## src/rtl/reduce_tree_pkg.sv

```systemverilog
`default_nettype none
// +----------------------------------------------------------------------+
// | reduce_tree_pkg : operation modes and pair-combine helper            |
// | Revision: 1.0                                                        |
// +----------------------------------------------------------------------+
package reduce_tree_pkg;

  typedef enum logic [1:0] {
    MODE_AND  = 2'b00,
    MODE_OR   = 2'b01,
    MODE_XOR  = 2'b10,
    MODE_NAND = 2'b11
  } mode_e;

  function automatic logic op(input logic a, input logic b, input mode_e mode);
    logic r;
    case (mode)
      MODE_OR:  r = a | b;
      MODE_XOR: r = a ^ b;
      // NAND reduces with AND; only the final level inverts
      default:  r = a & b;
    endcase
    return r;
  endfunction

endpackage
`default_nettype wire

```

## src/rtl/reduce_tree_stage.sv

```systemverilog
`default_nettype none
// +----------------------------------------------------------------------+
// | reduce_tree_stage : one registered IN_W -> IN_W/2 reduction level    |
// | Revision: 1.0                                                        |
// +----------------------------------------------------------------------+
module reduce_tree_stage
  import reduce_tree_pkg::*;
#(
  parameter int IN_W = 2,
  parameter bit LAST = 1'b0
) (
  input  logic              clk,
  input  logic              rst_n,
  input  logic              i_valid,
  input  logic [IN_W-1:0]   i_data,
  input  mode_e             i_mode,
  input  logic              i_next_ready,
  output logic              o_ready,
  output logic              o_valid,
  output logic [IN_W/2-1:0] o_data,
  output mode_e             o_mode
);

  localparam int OUT_W = IN_W / 2;

  logic [OUT_W-1:0] w_comb;
  logic [OUT_W-1:0] r_data;
  logic             r_valid;
  mode_e            r_mode;

  always_comb begin
    w_comb = '0;
    for (int i = 0; i < OUT_W; i++) begin
      w_comb[i] = op(i_data[2*i], i_data[2*i+1], i_mode);
    end
    if (LAST && (i_mode == MODE_NAND)) begin
      w_comb = ~w_comb;
    end
  end

  // A stage can take a new word when empty or when its content moves on
  assign o_ready = !r_valid || i_next_ready;

  always_ff @(posedge clk or negedge rst_n) begin
    if (!rst_n) begin
      r_valid <= 1'b0;
      r_data  <= '0;
      r_mode  <= MODE_AND;
    end else if (o_ready) begin
      r_valid <= i_valid;
      if (i_valid) begin
        r_data <= w_comb;
        r_mode <= i_mode;
      end
    end
  end

  assign o_valid = r_valid;
  assign o_data  = r_data;
  assign o_mode  = r_mode;

endmodule
`default_nettype wire

```

## src/rtl/reduce_tree_pipe.sv

```systemverilog
`default_nettype none
// +----------------------------------------------------------------------+
// | reduce_tree_pipe : pipelined AND/OR/XOR/NAND reduction tree with     |
// | valid/ready flow control. Optional out_count via REDUCE_TREE_CNT_EN. |
// | Revision: 1.0                                                        |
// +----------------------------------------------------------------------+
module reduce_tree_pipe
  import reduce_tree_pkg::*;
#(
  parameter int WIDTH = 8,
  parameter int CNT_W = 16
) (
  input  logic             clk,
  input  logic             rst_n,
  input  logic             in_valid,
  output logic             in_ready,
  input  logic [WIDTH-1:0] in_data,
  input  logic [1:0]       in_mode,
  output logic             out_valid,
  input  logic             out_ready,
  output logic             out_data
`ifdef REDUCE_TREE_CNT_EN
  ,
  output logic [CNT_W-1:0] out_count
`endif
);

  localparam int LEVELS = $clog2(WIDTH);

  logic [LEVELS:0] w_valid;
  logic [LEVELS:0] w_ready;
  mode_e           w_mode [LEVELS+1];
  // All stage outputs packed back to back; stage k sits at WIDTH-(WIDTH>>k)
  logic [WIDTH-2:0] w_data;

  assign w_valid[0]      = in_valid;
  assign w_mode[0]       = mode_e'(in_mode);
  assign w_ready[LEVELS] = out_ready;
  assign in_ready        = w_ready[0];

  generate
    for (genvar k = 0; k < LEVELS; k++) begin : g_stage
      localparam int IN_W    = WIDTH >> k;
      localparam int OUT_OFS = WIDTH - IN_W;

      logic [IN_W-1:0] w_in;

      if (k == 0) begin : g_first
        assign w_in = in_data;
      end else begin : g_inner
        assign w_in = w_data[WIDTH-2*IN_W +: IN_W];
      end

      reduce_tree_stage #(
        .IN_W (IN_W),
        .LAST (k == LEVELS - 1)
      ) u_stage (
        .clk          (clk),
        .rst_n        (rst_n),
        .i_valid      (w_valid[k]),
        .i_data       (w_in),
        .i_mode       (w_mode[k]),
        .i_next_ready (w_ready[k+1]),
        .o_ready      (w_ready[k]),
        .o_valid      (w_valid[k+1]),
        .o_data       (w_data[OUT_OFS +: IN_W/2]),
        .o_mode       (w_mode[k+1])
      );
    end
  endgenerate

  assign out_valid = w_valid[LEVELS];
  assign out_data  = w_data[WIDTH-2];

`ifdef REDUCE_TREE_CNT_EN
  logic [CNT_W-1:0] r_count;

  always_ff @(posedge clk or negedge rst_n) begin
    if (!rst_n) begin
      r_count <= '0;
    end else if (out_valid && out_ready) begin
      r_count <= r_count + 1'b1;
    end
  end

  assign out_count = r_count;
`endif

endmodule
`default_nettype wire

```

## config.mk

```make
export PLATFORM = sky130hd
export DESIGN_NAME = reduce_tree_pipe
export DESIGN_NICKNAME = d
export VERILOG_FILES = /design/src/rtl/reduce_tree_pkg.sv /design/src/rtl/reduce_tree_stage.sv /design/src/rtl/reduce_tree_pipe.sv
export SDC_FILE = /design/constraint.sdc
export NUM_CORES = 1
export LEC_CHECK = 0
export ABC_AREA = 1
export ABC_CLOCK_PERIOD_IN_PS = 3700
export BUFFER_PORTS_ARGS = -buffer_cell sky130_fd_sc_hd__buf_4
export CAP_MARGIN = 10
export CORE_UTILIZATION = 55
export CTS_BUF_LIST = sky130_fd_sc_hd__clkbuf_8
export CTS_CLUSTER_SIZE = 20
export DETAILED_ROUTE_END_ITERATION = 8
export PLACE_DENSITY = 0.81
export SETUP_SLACK_MARGIN = 0.2
export SLEW_MARGIN = 20
export SYNTH_ARGS = -nofsm -noshare
export SYNTH_HDL_FRONTEND = slang
export SYNTH_HIERARCHICAL = 1
export SYNTH_SLANG_ARGS = --single-unit
```

## constraint.sdc

```tcl
create_clock -name clk -period 3.7 [get_ports clk]
set_input_delay 0.37 -clock clk [delete_from_list [all_inputs] [get_ports clk]]
set_output_delay 0.37 -clock clk [all_outputs]
set_load 0.02 [all_outputs]
```

==> metrics.cfg, run 1 <==
[setup_path]
critical_path.max_stage_delay_ns=0.37
crit_type=flip-flop to output pin
worstSetupEndpointType=output pin
r2r-start=g_stage[1].u_stage/o_mode[0]
startpoint_type=flip-flop
crit_path_top_delay_cell=dfrtp_1
endpoint_of_the_worst_slack_reg_to_reg_timing_path=g_stage[2].u_stage/o_data
cp.required_ns=3.33
worst-r2r-cell-count=8
cp_cell_sequence=nand2_1, inv_1, nand2_4, inv_1, nand2_4, buf_4
setup.reg_to_reg.worst_slack_ns=2.36
critical_path_peak_fanout=3
crit_buf_inv=3
arrival_ns=1.16
timing.critical_path.from=g_stage[2].u_stage/o_valid
path_delay_family=flip-flops

[clocking]
clk_root_buffer_cell=clkbuf_8
tritoncts.num_buffers=3
clock-sinks=14
postCtsSetupBuffers=0
clock_tree_from_tritoncts=yes
cts-root-to-sink-buffers=2
clock_insertion_delay_worst_skew_ns=0.24
cts-htree-levels=1
worst_setup_hold_path_clk_slew_ns=0.05

[detailed_routing]
drtPass1Iterations=4
viasPerCell=4.54
detailroute.via_count=867
routed_wl_mm=1.72
ant_nets=0
post_drt_wl_per_cell_um=8.98
drt-initial-drc-count=10
post-route-drc-count=0

[sta]
max_slew_margin_pct=84.8
finalSetupViolCount=0
timing.final.hold_violations=0
min_period_ns=1.53
fin_skew_ns=0.000564
timing.hold.ws_ns=0.409
timing.setup.tns_ns=0
grt_setup_unrepaired=no
final.period_utilization_pct=41.4
fmaxAchievable_ghz=0.653
worst_pin_slew_ns=0.227
final_max_slew_viol_count=0

[die]
floorplan.initialDensity_pct=60.8
dieArea_mm2=0.00218
placementRows=15
dieHeight_um=46.6
design.portCount=17
floorplan.core_area_mm2=0.00180
die-width_um=46.6

[power_and_ir_drop]
cellLeakagePower_nw=0.800
powerDensity_mw_per_mm2=485
internal_power_mw=0.397
power.net_switching_mw=0.234
p_sw_share_pct=37.1
ir_drop_mv=0.249
share_comb_of_total_power_pct=39.6
pwr-share-clk_pct=23.1
seqPwrFrac_pct=37.3

[worst_hold_path]
hold_path.startpoint=in_mode[0]
class_of_the_most_critical_hold_timing_path=primary input to flip-flop
min_delay_path_depth=3
hold-path-endpoint=g_stage[0].u_stage/o_mode[0]

[finish]
areaGrowthSynthToFinish_pct=18.7
insertedDiodeCount=0
final_layout_size_suffix_gt1_share_pct=16.9
fill_cells=164
final_cell_mix=44 x nand2_1, 35 x inv_1, 21 x ha_1, 16 x buf_4, 14 x dfrtp_1
fin_nets=202
layout_commonest_cell=nand2_1

[global_route]
number_of_global_route_vias_before_repair=784
antenna_found_initial=0
grt_overflow=0
grtUsageTotal_pct=18.8
grt_pass1_wl_mm=2.82
grt_max_degree=15

[yosys]
yosysWarningCount=6
count_of_mapped_cells_out_of_synthesis=146
avgSynthCellArea_um2=7.51
syn_nets=181
mappedNetlistArea_mm2=0.00110

[placed_design]
gp_congestion=0.705
port_buffers=16
dp.final_hpwl_mm=1.35

[job]
maxCapViolCount=0

[outcome]
result_of_the_run=finished clean

==> repair_timing <==
item | CTS | global route
resized for setup | 0 | 0
hold buffers | 1 | 0
hold endpoints to repair | 14 | 0
==> state kept, by name, summed over array words and instances, names as in the netlist <==
register and count:
g_stage.u_stage/o_data 7, g_stage.u_stage/o_mode 4, g_stage.u_stage/o_valid 3
==> per-stage QoR <==
stage / total power, mW / worst slack, ns / area [um^2] / utilization, % / cells
after floorplan: 0.418 / 2.39 / 1100 / - / 146
after global placement: 0.472 / 2.28 / 1240 / 68.6 / 186
after detailed placement: 0.489 / 2.25 / 1240 / 68.6 / 186
after CTS: 0.643 / 2.15 / 1300 / 72.2 / 191
after global routing: 0.696 / 2.09 / 1300 / 72.2 / 191
final: 0.631 / 2.17 / 1300 / 72.2 / 191
==> worst max path at each step <==
stage | end | slack (ns) | depth (start not counted)
final | in_ready | 2.17 | 6
after global routing | in_ready | 2.09 | 6
after CTS | in_ready | 2.15 | 6
after detailed placement | in_ready | 2.25 | 8
after global placement | in_ready | 2.28 | 8
after floorplan | g_stage[0].u_stage/o_data[0] | 2.39 | 10
==> power groups by stage <==
stage	sequential (mW)	clock (mW)	combinational [mW]
4_1_cts	0.237	0.152	0.254
6_report	0.236	0.146	0.250
2_1_floorplan	0.243	0	0.175
3_5_place_dp	0.239	0	0.250
5_1_grt	0.242	0.159	0.294
3_3_place_gp	0.236	0	0.236
==> area by class of cell <==
class / count / area [um^2] / area share (%)
Timing Repair Buffer: 17 / 130 / 10.0
Multi-Input combinational cell: 96 / 603 / 46.3
Sequential cell: 14 / 350 / 26.9
Tap cell: 25 / 31.3 / 2.40
Clock buffer: 4 / 55.1 / 4.23
Inverter: 35 / 131 / 10.1
==> routing by layer <==
layer | up-vias | share of wire, % | wire, um | GRT usage (%)
met5 | - | 0 | 0 | 0
met4 | 0 | 1.8 | 31 | 10.3
met3 | 4 | 2.4 | 41 | 3.53
met2 | 17 | 58 | 992 | 39.4
met1 | 380 | 38 | 651 | 15.6
li1 | 466 | - | - | -
==> worst reg2reg max path, delay by kind of cell, from the launching register on <==
| kind | cells | cell delay [ns] |
|---|---|---|
| buffers and inverters | 2 | 0.10 |
| adders and majority gates | 1 | 0.27 |
| and+or+nand+nor | 5 | 0.47 |
| DFF | 1 | 0.39 |
No activity file was read; power rests on OpenSTA's default activity.
==> run 2, diff against run 1 <==
--- a/config.mk
+++ b/config.mk
@@ -6,7 +6,7 @@
 export NUM_CORES = 1
 export LEC_CHECK = 0
 export ABC_AREA = 1
-export ABC_CLOCK_PERIOD_IN_PS = 3700
+export ABC_CLOCK_PERIOD_IN_PS = 1550
 export BUFFER_PORTS_ARGS = -buffer_cell sky130_fd_sc_hd__buf_4
 export CAP_MARGIN = 10
 export CORE_UTILIZATION = 55
==> constraint.sdc (replaced) <==
create_clock -name clk -period 1.55 [get_ports clk]
set_input_delay 0.155 -clock clk [delete_from_list [all_inputs] [get_ports clk]]
set_output_delay 0.155 -clock clk [all_outputs]
set_load 0.02 [all_outputs]
==> run 2 against run 1 <==
  * Non-clock buffer count up 1
  * Wire length up 4.1%
  * Global-route usage up 0.43 points
  * Sequential cell count unchanged
  * Die area unchanged
  * Utilization up 0.56 points
  * Setup slack worse by 1.9 ns
  * Sequential share of layout area down 0.21 points
  * Design area up 0.77%
==> metrics.cfg, run 2 (same netlist as run 1, synthesis figures left out) <==
[die]
dieHeight_um=46.6  ; unchanged
placementRows=15  ; unchanged
dieArea_mm2=0.00218  ; unchanged
floorplan.initialDensity_pct=60.8  ; unchanged
design.portCount=17  ; unchanged
die-width_um=46.6  ; unchanged
floorplan.core_area_mm2=0.00180  ; unchanged

[finish]
final_layout_size_suffix_gt1_share_pct=18.6  ; +1.7 points
layout_commonest_cell=nand2_1
insertedDiodeCount=0  ; unchanged
final_cell_mix=43 x nand2_1, 34 x inv_1, 21 x ha_1, 17 x buf_4, 14 x dfrtp_1
fin_nets=203  ; +0.50%
areaGrowthSynthToFinish_pct=19.6
largest_register_ffs=7  ; unchanged

[detailed_routing]
post-route-drc-count=0  ; unchanged
detailroute.via_count=885  ; +2.1%
routed_wl_mm=1.79  ; +4.1%
viasPerCell=4.61  ; +1.5%
drtPass1Iterations=4  ; unchanged
ant_nets=0  ; unchanged
post_drt_wl_per_cell_um=9.31  ; +3.6%
drt-initial-drc-count=10  ; unchanged

[sta]
finalSetupViolCount=0  ; unchanged
final_max_slew_viol_count=0  ; unchanged
fin_skew_ns=0.00450  ; +0.00393 ns
timing.final.hold_violations=0  ; unchanged
timing.hold.ws_ns=0.185  ; -0.224 ns
grt_setup_unrepaired=yes
max_slew_margin_pct=84.6  ; -0.19 points
fmaxAchievable_ghz=0.769
timing.setup.tns_ns=0  ; unchanged
min_period_ns=1.30
worst_pin_slew_ns=0.230  ; +0.00289 ns
final.period_utilization_pct=83.9

[setup_path]
startpoint_type=flip-flop
critical_path.max_stage_delay_ns=0.38  ; about the same
arrival_ns=1.44  ; +0.28 ns
crit_buf_inv=2  ; -1
cp.required_ns=1.69  ; -1.64 ns
crit_type=flip-flop to flip-flop
path_delay_family=simple AND/OR/NAND/NOR gates
worstSetupEndpointType=flip-flop
cp_cell_sequence=inv_1, ha_1, inv_1, or2_1, nand2_1, nand2_1, nand3_1, nand2_1
timing.critical_path.mode_cell=nand2_1
crit_path_top_delay_cell=dfrtp_1
critical_path_peak_fanout=3  ; unchanged

[clocking]
clock-sinks=14  ; unchanged
clk_root_buffer_cell=clkbuf_8
cts-root-to-sink-buffers=2  ; unchanged
worst_setup_hold_path_clk_slew_ns=0.06  ; about the same
tritoncts.num_buffers=3  ; unchanged
clock_insertion_delay_worst_skew_ns=0.25  ; about the same
cts-htree-levels=1  ; unchanged
clock_tree_from_tritoncts=yes

[global_route]
number_of_global_route_vias_before_repair=744  ; -5.1%
grt_overflow=0  ; unchanged
grt_pass1_wl_mm=2.89  ; +2.4%
grtUsageTotal_pct=19.3  ; +0.43 points
antenna_found_initial=0  ; unchanged
grt_max_degree=15  ; unchanged

[power_and_ir_drop]
share_comb_of_total_power_pct=39.6  ; about the same
power.net_switching_mw=0.581  ; +150%
p_sw_share_pct=37.7  ; +0.59 points
ir_drop_mv=0.599  ; +140%
powerDensity_mw_per_mm2=1180  ; +140%
pwr-share-clk_pct=23.7  ; +0.6 points
internal_power_mw=0.960  ; +140%
seqPwrFrac_pct=36.8  ; -0.5 points
cellLeakagePower_nw=0.804  ; +0.45%

[outcome]
result_of_the_run=finished clean

[placed_design]
dp.final_hpwl_mm=1.43  ; +6.5%
gp_congestion=0.709  ; +0.58%
port_buffers=16  ; unchanged

[job]
maxCapViolCount=0  ; unchanged

[worst_hold_path]
class_of_the_most_critical_hold_timing_path=primary input to flip-flop

run 2: final timing paths:
check,to,cells past startpoint,slack [ns],startpoint
worst max-delay path,g_stage[2].u_stage/o_data,8,0.25,g_stage[1].u_stage/o_mode[0]
worst min register to register,g_stage[2].u_stage/o_data,2,0.49,g_stage[2].u_stage/o_data
worst max register to register,g_stage[2].u_stage/o_data,8,0.25,g_stage[1].u_stage/o_mode[0]
max in group asynchronous,g_stage[2].u_stage/o_valid,2,1.09,rst_n
min in group asynchronous,g_stage[1].u_stage/o_data[1],2,0.29,rst_n
worst min-delay path,g_stage[2].u_stage/o_valid,4,0.19,out_ready
run 2: area by class of cell:
cell class | instances | area, um^2
multi-input cells | 96 | 606
repair buffers | 18 | 138
flip-flops and latches | 14 | 350
well taps | 25 | 31.3
fillers | 154 | 490
inverters | 35 | 131
clock buffers | 4 | 55.1
run 2: timing repair:
item                       CTS  global route
setup endpoints to repair    0             2
resized for setup            0             2
hold endpoints to repair    14             0
setup buffers                0             1
hold buffers                 1             0
run 2: per-stage QoR:
step	utilization, %	power [mW]	cells	area [um^2]	setup slack, ns
floorplan	-	0.997	146	1100	0.240
global placement	68.6	1.13	186	1240	0.303
detailed placement	68.6	1.17	186	1240	0.228
CTS	72.2	1.55	191	1300	0.215
global route	72.8	1.68	192	1310	0.168
finish	72.8	1.54	192	1310	0.249
run 2: tightest hold or removal path, cell delays in order:
cell     delay, ns
buf_4         0.07
inv_1         0.03
nand2_2       0.08
nand2_1       0.05
run 2: power groups by stage:
stage | registers (mW) | clock network, mW | logic [mW]
after global routing | 0.584 | 0.391 | 0.710
after global placement | 0.562 | 0 | 0.565
final | 0.567 | 0.364 | 0.609
after floorplan | 0.580 | 0 | 0.417
after CTS | 0.570 | 0.375 | 0.602
after detailed placement | 0.575 | 0 | 0.595
run 2: layer usage:
| layer | GRT usage, % | wire length, um |
|---|---|---|
| met2 | 36.7 | 963 |
| met5 | 0 | 0 |
| met4 | 10.3 | 39 |
| met1 | 18.6 | 728 |
| met3 | 4.71 | 56 |
==> run 3, diff against run 2 <==
--- a/config.mk
+++ b/config.mk
@@ -6,7 +6,7 @@
 export NUM_CORES = 1
 export LEC_CHECK = 0
 export ABC_AREA = 1
-export ABC_CLOCK_PERIOD_IN_PS = 1550
+export ABC_CLOCK_PERIOD_IN_PS = 1200
 export BUFFER_PORTS_ARGS = -buffer_cell sky130_fd_sc_hd__buf_4
 export CAP_MARGIN = 10
 export CORE_UTILIZATION = 55
==> constraint.sdc (replaced) <==
create_clock -name clk -period 1.2 [get_ports clk]
set_input_delay 0.12 -clock clk [delete_from_list [all_inputs] [get_ports clk]]
set_output_delay 0.12 -clock clk [all_outputs]
set_load 0.02 [all_outputs]
==> run 3 against run 2 <==
  * The flow now finishes with violations (negative setup slack)
  * Final cell count up 5.2%
  * Setup slack worse by 0.34 ns
  * Combinational power up 90%
  * Hold slack worse by 0.039 ns
  * Register-to-register slack worse by 0.34 ns
  * Highest routed layer unchanged
  * Critical path depth unchanged
  * Global-route usage up 4.8 points
  * Sequential share of layout area down 3.9 points
==> metrics.cfg, run 3 (same netlist as run 1, synthesis figures left out) <==
[die]
die-width_um=46.6  ; unchanged
placementRows=15  ; unchanged
design.portCount=17  ; unchanged
floorplan.initialDensity_pct=60.8  ; unchanged
dieHeight_um=46.6  ; unchanged
dieArea_mm2=0.00218  ; unchanged
floorplan.core_area_mm2=0.00180  ; unchanged

[detailed_routing]
viasPerCell=5.14  ; +11%
drtPass1Iterations=6  ; +2
routed_wl_mm=2.93  ; +64%
drt-initial-drc-count=18  ; +8
post_drt_wl_per_cell_um=14.5  ; +56%
post-route-drc-count=0  ; unchanged
detailroute.via_count=1038  ; +17%
ant_nets=0  ; unchanged

[sta]
finalSetupViolCount=2  ; +2
timing.final.hold_violations=0  ; unchanged
max_slew_margin_pct=76.1  ; -8.5 points
final_critical_path_setup_slack_ns=-0.0924  ; -0.341 ns
final.period_utilization_pct=108  ; +24 points
timing.hold.ws_ns=0.147  ; -0.0386 ns
final_max_slew_viol_count=0  ; unchanged
fmaxAchievable_ghz=0.774  ; +0.68%
grt_setup_unrepaired=yes
worst_pin_slew_ns=0.358  ; +0.128 ns
min_period_ns=1.29  ; -0.00879 ns
fin_skew_ns=0.00686  ; +0.00237 ns
timing.setup.tns_ns=-0.105  ; -0.105 ns

[global_route]
global_route.usage.met2_pct=44.4  ; +7.8 points
antenna_found_initial=0  ; unchanged
grt_pass1_wl_mm=3.56  ; +23%
grt_max_degree=15  ; unchanged
grt_util_met3_pct=4.31  ; -0.39 points
grt_overflow=0  ; unchanged
grt_util_met1_pct=25.2  ; +6.7 points
grtUsageTotal_pct=24.1  ; +4.8 points
number_of_global_route_vias_before_repair=900  ; +21%
grt-busiest-layer=met2

[finish]
fin_nets=213  ; +4.9%
layout_commonest_cell=nand2_1
final_util_pct=85.5  ; +13 points
areaGrowthSynthToFinish_pct=40.5
final_layout_size_suffix_gt1_share_pct=35.6  ; +17 points
largest_register_ffs=7  ; unchanged
finalNonFillerCells=202  ; +5.2%
insertedDiodeCount=0  ; unchanged
final_cell_mix=36 x nand2_1, 31 x inv_1, 23 x buf_4, 18 x ha_1, 13 x dfrtp_1

[placed_design]
port_buffers=16  ; unchanged
gp_congestion=0.747  ; +5.3%
dp.final_hpwl_mm=1.60  ; +11%
dp.cells=188  ; +1.1%

[setup_path]
r2r-start=g_stage[1].u_stage/o_mode[0]
endpoint_of_the_worst_slack_reg_to_reg_timing_path=g_stage[2].u_stage/o_data
setup.reg_to_reg.worst_slack_ns=-0.09  ; -0.34 ns
critical_path.max_stage_delay_ns=0.36  ; -0.02 ns
startpoint_type=flip-flop
path_delay_family=simple AND/OR/NAND/NOR gates
cp_cell_sequence=inv_1, ha_1, inv_1, or2_1, nand2_1, nand2_1, nand3_1, nand2_1
cp.required_ns=1.34  ; -0.35 ns
crit_path_top_delay_cell=dfrtp_1
crit_type=flip-flop to flip-flop
critical_path_peak_fanout=2  ; -1
cp_capture_point=g_stage[2].u_stage/o_data
crit_buf_inv=2  ; unchanged
worst-r2r-cell-count=8  ; unchanged
worstSetupEndpointType=flip-flop
arrival_ns=1.43  ; about the same
timing.critical_path.from=g_stage[1].u_stage/o_mode[0]
timing.critical_path.mode_cell=nand2_1
cp.depth=8  ; unchanged

[clocking]
cts-htree-levels=1  ; unchanged
clk_root_buffer_cell=clkbuf_8
cts-root-to-sink-buffers=2  ; unchanged
clock_insertion_delay_worst_skew_ns=0.25  ; about the same
worst_setup_hold_path_clk_slew_ns=0.06  ; about the same
tritoncts.num_buffers=3  ; unchanged
clock_tree_from_tritoncts=yes
clock-sinks=14  ; unchanged

[power_and_ir_drop]
powerDensity_mw_per_mm2=1540  ; +31%
ir_drop_mv=0.877  ; +47%
cellLeakagePower_nw=0.860  ; +6.9%

[outcome]
violations=negative setup slack
result_of_the_run=finished with violations

[job]
maxCapViolCount=0  ; unchanged

[worst_hold_path]
class_of_the_most_critical_hold_timing_path=primary input to flip-flop

-- run 3: changes by cell type in the layout (fill, tap and decap cells not counted), moves of 3 or more --
cell / change
buf_4: +6
buf_6: +3
ha_1: -3
inv_1: -3
nand2_1: -7
nand2_2: +7
nand2_4: -3
nand2_8: +4
nor2_1: -5
nor2_4: +5
-- run 3: worst min path at each step --
stage               start                            to  slack (ns)  depth (start not counted)
3_3_place_gp        rst_n     g_stage[2].u_stage/o_data       -0.03                          1
5_1_grt        in_mode[0]  g_stage[0].u_stage/o_mode[0]        0.17                          3
3_5_place_dp        rst_n  g_stage[0].u_stage/o_data[0]       -0.02                          1
6_report       in_mode[0]  g_stage[0].u_stage/o_mode[0]        0.15                          3
2_1_floorplan       rst_n  g_stage[0].u_stage/o_data[0]       -0.18                          0
4_1_cts        in_mode[0]  g_stage[0].u_stage/o_mode[0]        0.16                          3
-- run 3: tightest hold or removal path: stages --
cell and delay, ns:
buf_4 0.11, inv_1 0.06, o21ai_1 0.06
-- run 3: stage by stage --
step	setup slack (ns)	power, mW	instance area, um^2
4_1_cts	-0.0543	2.17	1440
3_5_place_dp	-0.0448	1.57	1260
5_1_grt	-0.211	2.52	1540
2_1_floorplan	-0.0260	1.31	1100
6_report	-0.0924	2.37	1540
3_3_place_gp	0.00790	1.51	1260
-- run 3: repair_timing --
| item | CTS | global route |
|---|---|---|
| pin swaps | 8 | 5 |
| gates cloned | 0 | 1 |
| setup endpoints to repair | 10 | 14 |
| hold buffers | 1 | 0 |
| setup buffers | 5 | 3 |
| hold endpoints to repair | 14 | 0 |
| resized for setup | 17 | 16 |
-- run 3: area by class of cell --
| cell class | instances | area, um^2 |
|---|---|---|
| Multi-Input combinational cell | 97 | 747 |
| Sequential cell | 14 | 352 |
| Fill cell | 105 | 262 |
| Timing Repair Buffer | 27 | 216 |
| Inverter | 35 | 139 |
| Clock buffer | 4 | 55.1 |
| Tap cell | 25 | 31.3 |
-- run 3: power breakdown --
part / total (mW) / leakage [nW] / switching (mW) / internal (mW)
clock: 0.468 / 0.0288 / 0.177 / 0.291
sequential: 0.738 / 0.171 / 0.126 / 0.613
combinational: 1.16 / 0.660 / 0.658 / 0.506
-- run 3: metal layers --
metal / wire length, um / vias up
met5: 0 / -
met4: 157 / 0
met3: 112 / 15
met2: 1590 / 44
met1: 1070 / 489
li1: - / 490
